`src/rtl/phase_meter_pkg.sv`:
```
// Shared types and helpers for the phase/duty measurement stage.
package phase_meter_pkg;

  localparam int CNT_W_DEF = 16;

  typedef enum logic [1:0] {
    IDLE,
    WAIT_RISE,
    MEAS_HIGH,
    MEAS_LOW
  } meter_state_t;

  // Increment that sticks at max_v instead of wrapping.
  function automatic logic [31:0] sat_inc(input logic [31:0] v, input logic [31:0] max_v);
    return (v >= max_v) ? max_v : v + 32'd1;
  endfunction

endpackage

```
`src/rtl/edge_sync.sv`:
```
// Multi-flop synchronizer for an asynchronous level, plus rise/fall detect on the synced copy.
module edge_sync #(
  parameter int SYNC_STAGES = 2
) (
  input  logic clk,
  input  logic rst,
  input  logic d,
  output logic rise,
  output logic fall,
  output logic level
);

  // SYNC_STAGES must be at least 2 for metastability settling.
  logic [SYNC_STAGES-1:0] sync_q;
  logic                   prev_q;

  always_ff @(posedge clk or posedge rst) begin
    if (rst) begin
      sync_q <= '0;
      prev_q <= 1'b0;
    end else begin
      sync_q <= {sync_q[SYNC_STAGES-2:0], d};
      prev_q <= sync_q[SYNC_STAGES-1];
    end
  end

  assign level = sync_q[SYNC_STAGES-1];
  assign rise  = level & ~prev_q;
  assign fall  = ~level & prev_q;

endmodule

```
`src/rtl/phase_duty_meter.sv`:
```
// Measures start-to-first-rise phase, then high/low/period of each full cycle of sig_in.
//
//  state     | meaning
//  IDLE      | not measuring, outputs hold
//  WAIT_RISE | counting phase from start until first rise
//  MEAS_HIGH | counting high time of current cycle
//  MEAS_LOW  | counting low time; next rise reports the cycle
module phase_duty_meter
  import phase_meter_pkg::*;
#(
  parameter int CNT_W       = CNT_W_DEF,
  parameter int SYNC_STAGES = 2
) (
  input  logic             clk,
  input  logic             rst,
  input  logic             start,
  input  logic             stop,
  input  logic             sig_in,
  output logic [CNT_W-1:0] phase_cnt,
  output logic             phase_valid,
  output logic [CNT_W-1:0] ton_cnt,
  output logic [CNT_W-1:0] toff_cnt,
  output logic [CNT_W:0]   period_cnt,
  output logic             meas_valid,
  output logic             busy,
  output logic             ovf
);

  localparam logic [CNT_W-1:0] CNT_MAX = {CNT_W{1'b1}};
  localparam logic [CNT_W-1:0] CNT_ONE = CNT_W'(1);

  logic rise, fall, sig_level_unused;

  edge_sync #(
    .SYNC_STAGES(SYNC_STAGES)
  ) u_edge_sync (
    .clk  (clk),
    .rst  (rst),
    .d    (sig_in),
    .rise (rise),
    .fall (fall),
    .level(sig_level_unused)
  );

  meter_state_t     state_q, state_d;
  // One counter serves phase, high and low timing since only one is live per state.
  logic [CNT_W-1:0] cnt_q, cnt_d;
  logic [CNT_W-1:0] ton_int_q, ton_int_d;
  logic [CNT_W-1:0] phase_q, phase_d;
  logic             phase_valid_q, phase_valid_d;
  logic [CNT_W-1:0] ton_q, ton_d;
  logic [CNT_W-1:0] toff_q, toff_d;
  logic [CNT_W:0]   period_q, period_d;
  logic             meas_valid_q, meas_valid_d;
  logic             ovf_q, ovf_d;
  logic [CNT_W-1:0] cnt_inc;
  logic             cnt_at_max;

  assign cnt_inc    = CNT_W'(sat_inc(32'(cnt_q), 32'(CNT_MAX)));
  assign cnt_at_max = (cnt_q == CNT_MAX);

  always_ff @(posedge clk or posedge rst) begin
    if (rst) begin
      state_q       <= IDLE;
      cnt_q         <= '0;
      ton_int_q     <= '0;
      phase_q       <= '0;
      phase_valid_q <= 1'b0;
      ton_q         <= '0;
      toff_q        <= '0;
      period_q      <= '0;
      meas_valid_q  <= 1'b0;
      ovf_q         <= 1'b0;
    end else begin
      state_q       <= state_d;
      cnt_q         <= cnt_d;
      ton_int_q     <= ton_int_d;
      phase_q       <= phase_d;
      phase_valid_q <= phase_valid_d;
      ton_q         <= ton_d;
      toff_q        <= toff_d;
      period_q      <= period_d;
      meas_valid_q  <= meas_valid_d;
      ovf_q         <= ovf_d;
    end
  end

  always_comb begin
    state_d       = state_q;
    cnt_d         = cnt_q;
    ton_int_d     = ton_int_q;
    phase_d       = phase_q;
    phase_valid_d = phase_valid_q;
    ton_d         = ton_q;
    toff_d        = toff_q;
    period_d      = period_q;
    meas_valid_d  = 1'b0;
    ovf_d         = ovf_q;

    // start outranks stop and any edge arriving on the same cycle.
    if (start) begin
      state_d       = WAIT_RISE;
      cnt_d         = CNT_ONE;
      phase_valid_d = 1'b0;
      ovf_d         = 1'b0;
    end else if (stop) begin
      state_d = IDLE;
    end else begin
      unique case (state_q)
        WAIT_RISE: begin
          if (rise) begin
            phase_d       = cnt_q;
            phase_valid_d = 1'b1;
            cnt_d         = CNT_ONE;
            state_d       = MEAS_HIGH;
          end else begin
            cnt_d = cnt_inc;
            if (cnt_at_max) ovf_d = 1'b1;
          end
        end
        MEAS_HIGH: begin
          if (fall) begin
            ton_int_d = cnt_q;
            cnt_d     = CNT_ONE;
            state_d   = MEAS_LOW;
          end else begin
            cnt_d = cnt_inc;
            if (cnt_at_max) ovf_d = 1'b1;
          end
        end
        MEAS_LOW: begin
          if (rise) begin
            ton_d        = ton_int_q;
            toff_d       = cnt_q;
            period_d     = {1'b0, ton_int_q} + {1'b0, cnt_q};
            meas_valid_d = 1'b1;
            cnt_d        = CNT_ONE;
            state_d      = MEAS_HIGH;
          end else begin
            cnt_d = cnt_inc;
            if (cnt_at_max) ovf_d = 1'b1;
          end
        end
        default: ;
      endcase
    end
  end

  assign phase_cnt   = phase_q;
  assign phase_valid = phase_valid_q;
  assign ton_cnt     = ton_q;
  assign toff_cnt    = toff_q;
  assign period_cnt  = period_q;
  assign meas_valid  = meas_valid_q;
  assign busy        = (state_q != IDLE);
  assign ovf         = ovf_q;

endmodule
```
`config.mk`:
```
export PLATFORM = sky130hd
export DESIGN_NAME = phase_duty_meter
export DESIGN_NICKNAME = d
export VERILOG_FILES = /design/src/rtl/phase_meter_pkg.sv /design/src/rtl/edge_sync.sv /design/src/rtl/phase_duty_meter.sv
export SDC_FILE = /design/constraint.sdc
export NUM_CORES = 1
export LEC_CHECK = 0
export CAP_MARGIN = 0
export CELL_PAD_IN_SITES_DETAIL_PLACEMENT = 1
export CELL_PAD_IN_SITES_GLOBAL_PLACEMENT = 1
export CORE_AREA = 4 4 112 124
export DETAILED_ROUTE_END_ITERATION = 6
export DIE_AREA = 0 0 116 128
export GPL_TIMING_DRIVEN = 0
export PLACE_DENSITY = 0.76
export SLEW_MARGIN = 25
export SYNTH_ARGS = -nofsm -noshare
export SYNTH_HDL_FRONTEND = slang
export SYNTH_HIERARCHICAL = 1
export SYNTH_SLANG_ARGS = --single-unit
```
`constraint.sdc`:
```
create_clock -name clk -period 7.6 [get_ports clk]
set_clock_uncertainty 0.05 [all_clocks]
set_input_delay 0.76 -clock clk [delete_from_list [all_inputs] [get_ports clk]]
set_output_delay 0.76 -clock clk [all_outputs]
set_load 0.02 [all_outputs]
```
==> impl_metrics.tcl <==
set metrics [dict create \
    run_status "completed" \
    globalplace.congestion 0.8774 \
    timing.critical_path.fanout_max 10 \
    regToRegStartpoint "cnt_q[0]" \
    globalRouteMet2Util_pct 33.19 \
    initial_utilization_pct 39.50 \
    final_number_of_hold_violating_endpoints 0 \
    synth_top_area_share_pct 52.84 \
    drive_gt1_share_pct 11.72 \
    grt_pass1_wl_mm 22.64 \
    globalRouteOverflowTotal 0 \
    avgViaCountPerCell 5.452 \
    cts_resized 0 \
    route.final.wire_length_mm 13.74 \
    ys.warnings.count 6 \
    htree_num_levels 3 \
    worst_skew_pair.late_latency_ns 0.35 \
    synth_enable_flop_cells 0 \
    dr.pass1.iters 4 \
    synth_cells 490 \
    ys.flop_type "sky130_fd_sc_hd__dfrtp_1" \
    timing.reg2reg.worst_path_depth 8 \
    grt_util_all_layers_pct 19.57 \
    detail_route.wl_per_cell_um 18.64 \
    mappedNetlistNets 513 \
    busiest_layer_in_global_routing "met2" \
    worst-endpoint-arrival_ns 3.01 \
    p_leak_nw 2.964 \
    deepest_clock_path_buffer_count 2 \
    detail_route.iter0.violations 152 \
    drcViolationCount 0 \
    regToRegSetupSlack_ns 4.85 \
    antenna_violating_nets_post_route 0 \
    clock_buffer_count_from_cts 9 \
    crit_required_ns 7.84 \
    largest_net_degree_at_the_start_of_global_routing 74 \
    min_delay_path_depth 0 \
    grt_pass1_vias 4275 \
    number_of_i_o_port_buffers 73 \
    synthArstFlopShare_pct 100.0 \
    yosys_register_bits 105 \
    setup_tns_after_final_layout_ns 0 \
    num_vias 4018 \
    beginning_of_the_critical_path "start" \
    rows 43 \
    syn-mean-instance-area_um2 10.15 \
    detailed_place_hpwl_mm 9.775 \
    post_synth_num_cell_types 57 \
    worst_ir_drop_vdd_mv 0.1160 \
    holdCritStartpoint "u_edge_sync/sync_q[0]" \
    boundaryPins 74 \
    power_mw 1.209 \
    fin_crit_sh_pct 36.52 \
    yosys-top-cells-area "sky130_fd_sc_hd__dfrtp_1 (53%), sky130_fd_sc_hd__nand2_1 (10%), sky130_fd_sc_hd__mux2_2 (7.0%)" \
    synthDominantAreaCellType "sky130_fd_sc_hd__dfrtp_1" \
    clock-root-buffer "sky130_fd_sc_hd__clkbuf_16" \
    power_per_cell_area_nw_per_um2 191.9 \
    max_slew.worst_pin.slew_ns 0.6676 \
    die-width_um 116 \
    min_to "u_edge_sync/sync_q[1]" \
    maxcap_viol_count 0 \
    min-delay-path-class "reg -> reg" \
    finalHoldWorstSlack_ns 0.3085 \
    timing.final.crit_period_ns 2.776 \
    tritoncts_clock_tree "built" \
    grt.met1_usage_pct 25.55 \
    sink_count_of_the_clock_tree 105 \
    postCtsSetupRepairBufs 0 \
    maxSlewViolCount 0 \
    use_met3_pct 2.125 \
    grt_antenna_before_repair 0 \
    design.final.nets 598 \
    fp.dieArea_um2 14850 \
    worst_setup_path_end_kind "flip-flop" \
    crit-reg2reg-capture "period_cnt[14]" \
    clk_transition_reported_paths_ns 0.07 \
    count_of_antenna_diodes_in_the_layout 0 \
    die_y_um 128 \
    rsz0062_at_grt "no" \
    syn2layout_area_growth_pct 26.67 \
    setup_viol 0 \
    fmax_mhz 360.3 \
    hold_buffers 0 \
    timing.slew.headroom_pct 55.50 \
    yosysSeqAreaShare_pct 52.84 \
    worstSetupStartpointType "input port" \
    syn_area_um2 4972 \
    core-area_um2 12590 \
    path_class "in -> reg" \
]
==> layout make-up <==
class	count	area, µm²
Clock inverter	7	141.4
Fill cell	1424	6291
Tap cell	157	196.4
Timing Repair Buffer	74	758.2
Inverter	10	42.54
Clock buffer	9	225.2
Multi-Input combinational cell	355	2210
Sequential cell	105	2628
Buffer	20	97.59
==> per-layer routing <==
metal / wire length (µm) / vias up
li1: - / 1881
met1: 6044 / 2025
met2: 6933 / 92
met3: 460 / 20
met4: 297 / 0
met5: 0 / -
==> registers in the layout, indices dropped and copies added (netlist names) <==
signal,count
u_edge_sync/prev_q,1
phase_cnt,16
toff_cnt,16
ton_int_q,16
meas_valid,1
ovf,1
ton_cnt,16
period_cnt,17
state_q,2
phase_valid,1
u_edge_sync/sync_q,2
cnt_q,16
==> worst max-delay path: stages <==
cell and delay (ns):
sky130_fd_sc_hd__clkdlybuf4s50_1 0.63, sky130_fd_sc_hd__nor2_1 0.13, sky130_fd_sc_hd__nand4_1 0.24, sky130_fd_sc_hd__clkbuf_1 0.46
sky130_fd_sc_hd__clkbuf_1 0.56, sky130_fd_sc_hd__nand2_1 0.12, sky130_fd_sc_hd__nand2_1 0.10
==> cell usage in the layout, fill, tap and decap left out, types with 5 or more instances in the layout <==
| master | instances |
|---|---|
| sky130_fd_sc_hd__nand2_1 | 136 |
| sky130_fd_sc_hd__dfrtp_1 | 105 |
| sky130_fd_sc_hd__clkdlybuf4s50_1 | 73 |
| sky130_fd_sc_hd__o21ai_0 | 32 |
| sky130_fd_sc_hd__mux2_2 | 31 |
| sky130_fd_sc_hd__a21oi_1 | 21 |
| sky130_fd_sc_hd__ha_1 | 17 |
| sky130_fd_sc_hd__nor2_1 | 14 |
| sky130_fd_sc_hd__nand3_1 | 13 |
| sky130_fd_sc_hd__clkbuf_1 | 12 |
| sky130_fd_sc_hd__inv_1 | 9 |
| sky130_fd_sc_hd__clkbuf_16 | 9 |
| sky130_fd_sc_hd__and3_1 | 7 |
| sky130_fd_sc_hd__a31oi_1 | 7 |
| sky130_fd_sc_hd__xnor2_1 | 7 |
| sky130_fd_sc_hd__o211ai_1 | 5 |
| sky130_fd_sc_hd__xor2_1 | 5 |
==> worst max-delay path by stage <==
stage,slack [ns],to
floorplan,4.11,cnt_q[0]
global placement,2.55,period_cnt[12]
detailed placement,4.49,toff_cnt[10]
CTS,4.84,period_cnt[14]
global route,4.65,toff_cnt[12]
finish,4.82,toff_cnt[10]
==> logic make-up (layout without fill, tap and decap cells) <==
logic type | Yosys count | after routing | share of synthesized area (%)
AO/OA/AOI/OAI | 100 | 100 | 13.26
XOR/XNOR | 12 | 12 | 2.114
adder cells (fa/ha/maj) | 18 | 18 | 4.680
buffers and inverters | 30 | 120 | 2.718
flip-flops | 105 | 105 | 52.84
multiplexers | 32 | 32 | 7.222
AND/OR/NAND/NOR | 193 | 193 | 17.16
==> synthesized netlist by cell type, types with 2 or more instances <==
library cell	number
sky130_fd_sc_hd__o21ai_0	32
sky130_fd_sc_hd__nand2_1	136
sky130_fd_sc_hd__o311ai_0	3
sky130_fd_sc_hd__dfrtp_1	105
sky130_fd_sc_hd__clkbuf_1	12
sky130_fd_sc_hd__xnor2_1	7
sky130_fd_sc_hd__a31oi_1	7
sky130_fd_sc_hd__o21a_1	2
sky130_fd_sc_hd__mux2_2	31
sky130_fd_sc_hd__o211ai_1	5
sky130_fd_sc_hd__nand4_1	4
sky130_fd_sc_hd__a21boi_0	3
sky130_fd_sc_hd__a21o_1	3
sky130_fd_sc_hd__xor2_1	5
sky130_fd_sc_hd__nor2_1	14
sky130_fd_sc_hd__ha_1	17
sky130_fd_sc_hd__nor2b_1	3
sky130_fd_sc_hd__o31ai_1	4
sky130_fd_sc_hd__and3_1	7
sky130_fd_sc_hd__and2_1	2
sky130_fd_sc_hd__nand3_1	13
sky130_fd_sc_hd__o21ai_1	2
sky130_fd_sc_hd__nor3_1	3
sky130_fd_sc_hd__or3_1	2
sky130_fd_sc_hd__o21bai_1	3
sky130_fd_sc_hd__buf_2	4
sky130_fd_sc_hd__buf_1	2
sky130_fd_sc_hd__a21oi_1	21
sky130_fd_sc_hd__inv_1	10
==> per-stage QoR <==
step	area (µm²)	worst slack [ns]	std cells	utilization (%)
3_5_place_dp	5932	4.493	721	47.12
6_report	6299	4.824	737	50.03
2_1_floorplan	4972	4.115	490	-
4_1_cts	6299	4.841	737	50.03
5_1_grt	6299	4.652	737	50.03
3_3_place_gp	5899	2.546	720	46.86
==> where the power goes <==
group	total [mW]	switching, mW	internal, mW
logic	0.0584	0.0358	0.0226
clock network	0.576	0.220	0.356
registers	0.574	0.00869	0.566
Power figures use the tool's default switching activity.
